`src/rtl/read_hit_controller_pkg.sv`:
```
// Shared cache package: read-sequencer states, hit-vector classes and address-field helpers.
package read_hit_controller_pkg;

  typedef enum logic [2:0] {
    IDLE   = 3'd0,
    LOOKUP = 3'd1,
    READ   = 3'd2,
    MISS   = 3'd3,
    RESP   = 3'd4
  } rd_state_e;

  typedef enum logic [1:0] {
    OH_NONE = 2'd0,
    OH_ONE  = 2'd1,
    OH_MANY = 2'd2
  } oh_class_e;

  localparam int DEF_ADDRESS_WIDTH = 32;
  localparam int DEF_INDEX_WIDTH   = 6;
  localparam int DEF_OFFSET_WIDTH  = 4;

  // Address layout, MSB to LSB: tag | index | offset.
  function automatic int tag_width(input int aw, input int iw, input int ow);
    return aw - iw - ow;
  endfunction

  function automatic int index_lsb(input int ow);
    return ow;
  endfunction

  function automatic int tag_lsb(input int iw, input int ow);
    return iw + ow;
  endfunction

endpackage

```
`src/rtl/onehot_checker.sv`:
```
// Classifies a hit vector as none / exactly one / many bits set using a balanced OR tree.
module onehot_checker
  import read_hit_controller_pkg::*;
#(
  parameter int WIDTH = 512
) (
  input  logic [WIDTH-1:0] i_vec,
  output oh_class_e        o_class
);

  localparam int LVL = (WIDTH > 1) ? $clog2(WIDTH) : 1;
  localparam int PW  = 1 << LVL;

  logic [PW-1:0] w_pad;

  assign w_pad = PW'(i_vec);

  // Each tree node carries (any set, two-or-more set); pairs merge level by level in place.
  function automatic oh_class_e classify(input logic [PW-1:0] v);
    logic [PW-1:0] any_l;
    logic [PW-1:0] many_l;
    oh_class_e     res;
    any_l  = v;
    many_l = '0;
    for (int l = 0; l < LVL; l++) begin
      for (int i = 0; i < (PW >> (l + 1)); i++) begin
        many_l[i] = many_l[2*i] | many_l[2*i+1] | (any_l[2*i] & any_l[2*i+1]);
        any_l[i]  = any_l[2*i] | any_l[2*i+1];
      end
    end
    if (many_l[0])     res = OH_MANY;
    else if (any_l[0]) res = OH_ONE;
    else               res = OH_NONE;
    return res;
  endfunction

  assign o_class = classify(w_pad);

endmodule

```
`src/rtl/read_hit_controller.sv`:
```
// Sequences one CPU read through the cache: lookup, way read or refill/retry, response.
// Optional statistics counters are enabled by defining READ_STATS_EN.
module read_hit_controller
  import read_hit_controller_pkg::*;
#(
  parameter int NUM_WAYS      = 512,
  parameter int DATA_WIDTH    = 32,
  parameter int ADDRESS_WIDTH = DEF_ADDRESS_WIDTH,
  parameter int OFFSET_WIDTH  = DEF_OFFSET_WIDTH,
  parameter int INDEX_WIDTH   = DEF_INDEX_WIDTH,
  parameter int MAX_RETRY     = 2,
  localparam int TAG_W        = tag_width(ADDRESS_WIDTH, INDEX_WIDTH, OFFSET_WIDTH)
) (
  input  logic                     clk,
  input  logic                     rst_n,
  input  logic                     req_valid,
  output logic                     req_ready,
  input  logic [ADDRESS_WIDTH-1:0] req_addr,
  output logic [TAG_W-1:0]         lookup_tag,
  output logic [INDEX_WIDTH-1:0]   lookup_index,
  input  logic [NUM_WAYS-1:0]      way_hit,
  output logic [NUM_WAYS-1:0]      target_way,
  output logic [OFFSET_WIDTH-1:0]  offset,
  input  logic [DATA_WIDTH-1:0]    read_data,
  output logic                     rsp_valid,
  input  logic                     rsp_ready,
  output logic [DATA_WIDTH-1:0]    rsp_data,
  output logic                     rsp_error,
  output logic                     miss_valid,
  output logic [ADDRESS_WIDTH-1:0] miss_addr,
  input  logic                     miss_done,
`ifdef READ_STATS_EN
  input  logic                     stat_clr,
  output logic [31:0]              stat_hits,
  output logic [31:0]              stat_misses,
  output logic [31:0]              stat_errors,
`endif
  output rd_state_e                o_dbg_state
);

  // Handshakes: a transfer happens on a rising edge where valid && ready; valid is held until then.

  localparam int RETRY_W = (MAX_RETRY > 1) ? $clog2(MAX_RETRY) : 1;
  localparam logic [RETRY_W-1:0] LAST_TRY = RETRY_W'(MAX_RETRY - 1);

  rd_state_e                r_state;
  rd_state_e                w_state_nxt;
  logic [ADDRESS_WIDTH-1:0] r_addr;
  logic [NUM_WAYS-1:0]      r_hit;
  logic [RETRY_W-1:0]       r_retry;
  logic [DATA_WIDTH-1:0]    r_rsp_data;
  logic                     r_rsp_error;
  oh_class_e                w_hit_class;
  logic                     w_accept;
  logic                     w_take_hit;
  logic                     w_read_cap;
  logic                     w_err_rsp;
  logic                     w_retry_inc;
  logic                     w_enter_miss;

  onehot_checker #(.WIDTH(NUM_WAYS)) u_onehot (
    .i_vec   (way_hit),
    .o_class (w_hit_class)
  );

  always_ff @(posedge clk or negedge rst_n) begin
    if (!rst_n) r_state <= IDLE;
    else        r_state <= w_state_nxt;
  end

  always_comb begin
    w_state_nxt  = r_state;
    w_accept     = 1'b0;
    w_take_hit   = 1'b0;
    w_read_cap   = 1'b0;
    w_err_rsp    = 1'b0;
    w_retry_inc  = 1'b0;
    w_enter_miss = 1'b0;
    case (r_state)
      IDLE: begin
        if (req_valid) begin
          w_accept    = 1'b1;
          w_state_nxt = LOOKUP;
        end
      end
      LOOKUP: begin
        case (w_hit_class)
          OH_ONE: begin
            w_take_hit  = 1'b1;
            w_state_nxt = READ;
          end
          OH_NONE: begin
            w_enter_miss = 1'b1;
            w_state_nxt  = MISS;
          end
          default: begin
            w_err_rsp   = 1'b1;
            w_state_nxt = RESP;
          end
        endcase
      end
      READ: begin
        w_read_cap  = 1'b1;
        w_state_nxt = RESP;
      end
      MISS: begin
        if (miss_done) begin
          if (r_retry == LAST_TRY) begin
            w_err_rsp   = 1'b1;
            w_state_nxt = RESP;
          end else begin
            w_retry_inc = 1'b1;
            w_state_nxt = LOOKUP;
          end
        end
      end
      RESP: begin
        if (rsp_ready) w_state_nxt = IDLE;
      end
      default: w_state_nxt = IDLE;
    endcase
  end

  always_ff @(posedge clk or negedge rst_n) begin
    if (!rst_n) begin
      r_addr      <= '0;
      r_hit       <= '0;
      r_retry     <= '0;
      r_rsp_data  <= '0;
      r_rsp_error <= 1'b0;
    end else begin
      if (w_accept) begin
        r_addr      <= req_addr;
        r_retry     <= '0;
        r_rsp_data  <= '0;
        r_rsp_error <= 1'b0;
      end
      if (w_take_hit)  r_hit   <= way_hit;
      if (w_retry_inc) r_retry <= r_retry + 1'b1;
      if (w_read_cap) begin
        r_rsp_data  <= read_data;
        r_rsp_error <= 1'b0;
      end
      if (w_err_rsp) begin
        r_rsp_data  <= '0;
        r_rsp_error <= 1'b1;
      end
    end
  end

  assign req_ready    = (r_state == IDLE);
  assign lookup_tag   = r_addr[tag_lsb(INDEX_WIDTH, OFFSET_WIDTH) +: TAG_W];
  assign lookup_index = r_addr[index_lsb(OFFSET_WIDTH) +: INDEX_WIDTH];
  assign offset       = r_addr[OFFSET_WIDTH-1:0];
  assign target_way   = (r_state == READ) ? r_hit : '0;
  assign miss_valid   = (r_state == MISS);
  assign miss_addr    = {r_addr[ADDRESS_WIDTH-1:OFFSET_WIDTH], {OFFSET_WIDTH{1'b0}}};
  assign rsp_valid    = (r_state == RESP);
  assign rsp_data     = r_rsp_data;
  assign rsp_error    = r_rsp_error;
  assign o_dbg_state  = r_state;

`ifdef READ_STATS_EN
  logic [31:0] r_stat_hits;
  logic [31:0] r_stat_misses;
  logic [31:0] r_stat_errors;

  // Clear takes priority over any increment in the same cycle; counters saturate at all-ones.
  always_ff @(posedge clk or negedge rst_n) begin
    if (!rst_n) begin
      r_stat_hits   <= '0;
      r_stat_misses <= '0;
      r_stat_errors <= '0;
    end else if (stat_clr) begin
      r_stat_hits   <= '0;
      r_stat_misses <= '0;
      r_stat_errors <= '0;
    end else begin
      if (w_take_hit && (r_stat_hits != '1))     r_stat_hits   <= r_stat_hits + 32'd1;
      if (w_enter_miss && (r_stat_misses != '1)) r_stat_misses <= r_stat_misses + 32'd1;
      if (w_err_rsp && (r_stat_errors != '1))    r_stat_errors <= r_stat_errors + 32'd1;
    end
  end

  assign stat_hits   = r_stat_hits;
  assign stat_misses = r_stat_misses;
  assign stat_errors = r_stat_errors;
`endif

endmodule

```
`config.mk`:
```
export PLATFORM = sky130hd
export DESIGN_NAME = read_hit_controller
export DESIGN_NICKNAME = d
export VERILOG_FILES = /design/src/rtl/read_hit_controller_pkg.sv /design/src/rtl/onehot_checker.sv /design/src/rtl/read_hit_controller.sv
export SDC_FILE = /design/constraint.sdc
export NUM_CORES = 1
export LEC_CHECK = 0
export ABC_AREA = 1
export CAP_MARGIN = 20
export CORE_AREA = 2 2 460 462
export CTS_BUF_LIST = sky130_fd_sc_hd__clkbuf_4
export DETAILED_ROUTE_END_ITERATION = 10
export DIE_AREA = 0 0 462 464
export SYNTH_ARGS = -nofsm -noshare
export SYNTH_HDL_FRONTEND = slang
export SYNTH_SLANG_ARGS = --single-unit
```
`constraint.sdc`:
```
create_clock -name clk -period 4.95 [get_ports clk]
set_input_delay 1.485 -clock clk [delete_from_list [all_inputs] [get_ports clk]]
set_output_delay 1.485 -clock clk [all_outputs]
set_load 0.02 [all_outputs]
```
# ---- Word-level counts from Yosys, hierarchy flattened
# Cells that the tools add are included.
dict set report totals {
  romBits 0
  latchBits 0
  ram_bits 0
  mem_count 0
  ff_bits 581
  input_bits 581
  elab_cells 1581
}
dict set report classes {
  eq_ne 8
  addsub 1
  n_div 0
  n_lt_le_gt_ge 0
  muxes 28
  multipliers 0
  shift 0
  n_bitwise 1532
  reduce_logical 6
}
# cell count
set op_table {}
lappend op_table {{bitwise OR 1 bit} 1021}
lappend op_table {{two-way mux 512 bit} 1}
lappend op_table {{bitwise AND 1 bit} 511}
lappend op_table {{two-way mux 32 bit} 3}
lappend op_table {{two-way mux 1 bit} 16}
lappend op_table {{one-hot mux 3 bit (5 select lines)} 1}
lappend op_table {{two-way mux 3 bit} 4}
lappend op_table {{equality test 3 x 2 -> 1 bit (second input constant)} 2}
lappend op_table {{one-hot mux 3 bit (2 select lines)} 1}
lappend op_table {{!= test 2 x 1 -> 1 bit (second input constant)} 2}
lappend op_table {{equality test 3 x 1 -> 1 bit (second input constant)} 1}
lappend op_table {{equality test 3 bit (second input constant)} 1}
lappend op_table {{logical NOT 3 bit} 1}
lappend op_table {{AND reduction 3 bit} 1}
lappend op_table {{nonzero test 3 bit} 1}
lappend op_table {{equality test 2 x 1 -> 1 bit (second input constant)} 1}
lappend op_table {{logical NOT 2 bit} 1}
lappend op_table {{two-way mux 2 bit} 1}
lappend op_table {{!= test 2 bit (second input constant)} 1}
lappend op_table {{one-hot mux 1 bit (2 select lines)} 1}
lappend op_table {{nonzero test 2 bit} 1}
lappend op_table {{OR reduction 2 bit} 1}
lappend op_table {{adder 1 bit (second input constant)} 1}

# ---- Longest topological paths before layout
dict set report depth {
  word_depth 23
  depth_mapped 18
}

# ---- Cells and area by module
# From an unflattened synthesis, not the netlist that was laid out.
dict set report hier_totals {
  hier_cells 4618
  hier_area_um2 31042.3
}
# mod n_inst cells_each seq_area_each_um2 area_per_inst_um2
set by_module_without_submodules {}
lappend by_module_without_submodules {read_hit_controller 1 3083 14538.9 24920.2}
lappend by_module_without_submodules {onehot_checker 1 1535 0.0 6122.1}

# ---- Worst setup path before layout
# OpenSTA, ideal clock, no wires.
dict set report synth_path {
  path_type {register -> output}
  startpoint {register r_state[1] (netlist: o_dbg_state[1])}
  endpoint {output target_way[431]}
  stages_incl_launch_ff 7
  arrival_ns 1.917
  path_slack_ns 1.548
  path_cell_list {dfrtp_1 inv_1 nor3_1 inv_2 clkbuf_1 clkbuf_1 nor2_1}
}
dict set report synth_between {
  elab_chain_cells 2
}
# item line_no
set synth_rtl {}
lappend synth_rtl {{from (decl)} read_hit_controller.sv:46} ;# rd_state_e r_state;
lappend synth_rtl {{from (signal assigned)} read_hit_controller.sv:68} ;# else r_state <= w_state_nxt;
lappend synth_rtl {{equality test 3 x 2 -> 1 bit} read_hit_controller.sv:155} ;# assign target_way = (r_state == READ) ? r_hit : '0;
lappend synth_rtl {{two-way mux 512 bit} read_hit_controller.sv:155}
lappend synth_rtl {{to (decl)} read_hit_controller.sv:22} ;# output logic [NUM_WAYS-1:0] target_way,
# No other way between the ends.

# ---- Worst setup path in the final report
dict set report layout_path {
  startpoint {register r_state[1] (netlist: o_dbg_state[1])}
  endpoint {output target_way[353]}
}
# Same word-level chain as after synthesis.

==> run summary <==
Share of cells above drive strength 1: 11.65%
CP max FO: 37
#FFs+latches synth: 581
GRT Total Usage: 21.68%
Largest net degree at the start of global routing: 157
Slowest-stage cell, CP: dfrtp_2
CP required: 3.46 ns
Clock buffer depth: 3
CTS tree: done
Root Driver: clkbuf_4
Die Width: 462 um
Chip height: 464 um
Final nets: 7155
Leak pwr: 0.02545 uW
Initial core utilization: 16.18%
Netlist area before placement: 33830 sq um
Vias in the first global route: 39887
HP Class: primary input to asynchronous set/reset pin
Final Critical Period: 4.766 ns
Cell family contributing the most delay on the critical path: buffers and inverters
Core area: 209200 sq um
Worst-Skew Late Latency: 1.22 ns
Ys flop type: dfrtp_1
Final Hold Fails: 0
Synthesis-to-layout area growth: 56.26%
Final WL: 239900 um
Fin. max-slew vios: 0
First-pass GRT wire length: 323200 um
Crit Path Class: register to output port
CP arrival: 3.28 ns
DRT antenna net count: 0
Finish-stage setup viols: 0
RSZ-0062 raised after global routing: true
Final period utilization: 96.28%
Via count: 40472
Async SR Flop Fraction: 100.0%
Final std cells w/o fill: 9565
RePlAce Congestion: 0.9743
Total power: 13450 uW
Worst Setup Slack post-DPL: -0.4631 ns
Synth cell types: 20
Placed Cells: 9183
EDFF count, synth: 0
Pwr dens: 254.4 nW/um^2
Sequential area share after synthesis: 42.97%
Mapped Avg Cell Area: 6.467 sq um
Multi-input gate area: 15630 sq um
Setup crit end kind: output port
I/O pins: 1196
Worst-Margin Slew: 1.008 ns
H-tree Lvls: 4
FP Rows: 168
Initial DRC count: 3314
Hpwl dp: 196300 um
Port Buf Inserts: 1191
CP cell instances: inv_1, nor3_4, buf_4, bufinv_16, buf_12, nor2_2, clkdlybuf4s15_1
Clock Skew: 0.09130 ns
Reg area: 14540 sq um
Top cell type's share of synthesized area: 42.97%
Peak supply drop: 282.4 uV
Die Footprint: 214400 sq um
Worst setup SP type: register
Run status: finished clean
Grt ovf: 0
Fillers: 23456
Clk sinks: 581
Max-cap violation count: 0
# DRC: 0
F_max: 0.2098 GHz
Via density: 4.231
Crit-path max cell delay: 0.42 ns
Initial antenna violation count: 93
Slew margin rel.: 32.81%
Gate Count Post-Synth: 5231
Synth warn: 0
Drt pass-1 iters: 6
Ranking of synthesized cells by area: dfrtp_1, nand2_1, nor2_1
Num CTS Buffers: 184
Final WS setup: 0.1841 ns
Routed len/inst: 25.08 um
Worst-path clk slew: 0.06 ns
Synth area leader: dfrtp_1
Crit path buffers/inverters: 5
[Yosys cell counts, types with 2 or more instances]
cell type / instances
buf_2: 105
nor3_1: 4
dfrtp_1: 581
nor2_1: 1162
o22ai_1: 10
o21ai_0: 35
clkbuf_1: 187
nand3_1: 45
nand2_1: 1885
buf_1: 4
or2_2: 8
buf_4: 36
inv_2: 2
or2_1: 4
a21oi_1: 25
inv_1: 590
nand4_1: 545
[registers in the layout, summed over array words and instances (netlist names)]
register,flops
o_dbg_state,3
r_addr,32
r_hit,512
r_retry,1
rsp_data,32
rsp_error,1
[power by group]
part           internal (uW)  leakage (uW)  switching [uW]
registers               4890       0.00806             130
logic                   1160        0.0160            2130
clock network           2590       0.00139            2550
[cells by family after synthesis]
family                 synth area share [%]
AOI/OAI and AO/OA                     1.073
DFF                                   42.97
other                               0.01108
buffers and inverters                 11.04
and+or+nand+nor                       44.90
[final timing paths]
path                              endpoint  cells past startpoint      startpoint  slack, ns
min                             r_hit[165]                      1           rst_n       0.40
max in group asynchronous       r_hit[360]                      2           rst_n       3.46
min in group clk                r_hit[374]                      2      r_hit[374]       0.47
min reg2reg                     r_hit[374]                      2      r_hit[374]       0.47
max reg2reg                     r_hit[153]                      9  o_dbg_state[0]       2.43
max                        target_way[353]                      7  o_dbg_state[1]       0.18
[cell usage in the layout (no fill, tap or decap), drive strengths merged]
cell type,Yosys,layout
clkdlybuf4s50,0,682
diode,0,41
nand4,545,545
nand3,46,46
clkdlybuf4s15,0,158
o21ai,35,35
clkdlybuf4s18,0,2
buf,145,305
dlygate4sd2,0,282
dlymetal6s2s,0,4
o22ai,10,10
nor2,1162,1162
clkbuf,187,296
conb,1,4
a21oi,25,25
nor3,4,4
clkinvlp,0,1
or2,13,13
bufinv,0,6
clkinv,0,72
inv,592,601
nand2,1885,1885
dfrtp,581,581
[area by class of cell]
| type | instances | share of cell area, % |
|---|---|---|
| Timing Repair inverter | 3 | 0.05917 |
| Timing Repair Buffer | 1483 | 27.30 |
| Multi-Input combinational cell | 3729 | 29.56 |
| Clock buffer | 246 | 3.493 |
| Inverter | 592 | 4.267 |
| Antenna cell | 41 | 0.1941 |
| Clock inverter | 85 | 0.9822 |
| Tap cell | 2805 | 6.639 |
| Sequential cell | 581 | 27.50 |
[routing by layer]
metal	wire (um)	share of wire [%]	up-vias	GRT usage [%]
met5	368	0.15	-	0
met4	8061	3.4	56	7.526
met3	22860	9.5	398	7.902
met2	111300	46	1827	35.48
met1	97300	41	19167	25.98
li1	-	-	19024	-
[metrics by stage]
step | area (sq um) | setup TNS, ns | hold WS (ns) | utilization (%)
finish | 52860 | 0 | 0.3994 | 25.28
global route | 52830 | -1.420 | 0.2518 | 25.26
CTS | 52950 | -0.1290 | 0.2183 | 25.31
detailed placement | 50600 | -207.90 | 0.4580 | 24.19
global placement | 50570 | -237.20 | 0.4532 | 24.18
floorplan | 33840 | 0 | 0.4419 | -
[what timing repair did]
item | in CTS | in global routing
gates resized for setup | 810 | 124
hold buffers | 0 | 0
setup buffers | 5 | 0
pin swaps | 1 | 0
hold endpoints to repair | 0 | 0
setup endpoints to repair | 507 | 129
gates cloned | 5 | 0
Note: power is estimated with default switching activity, not from simulation.
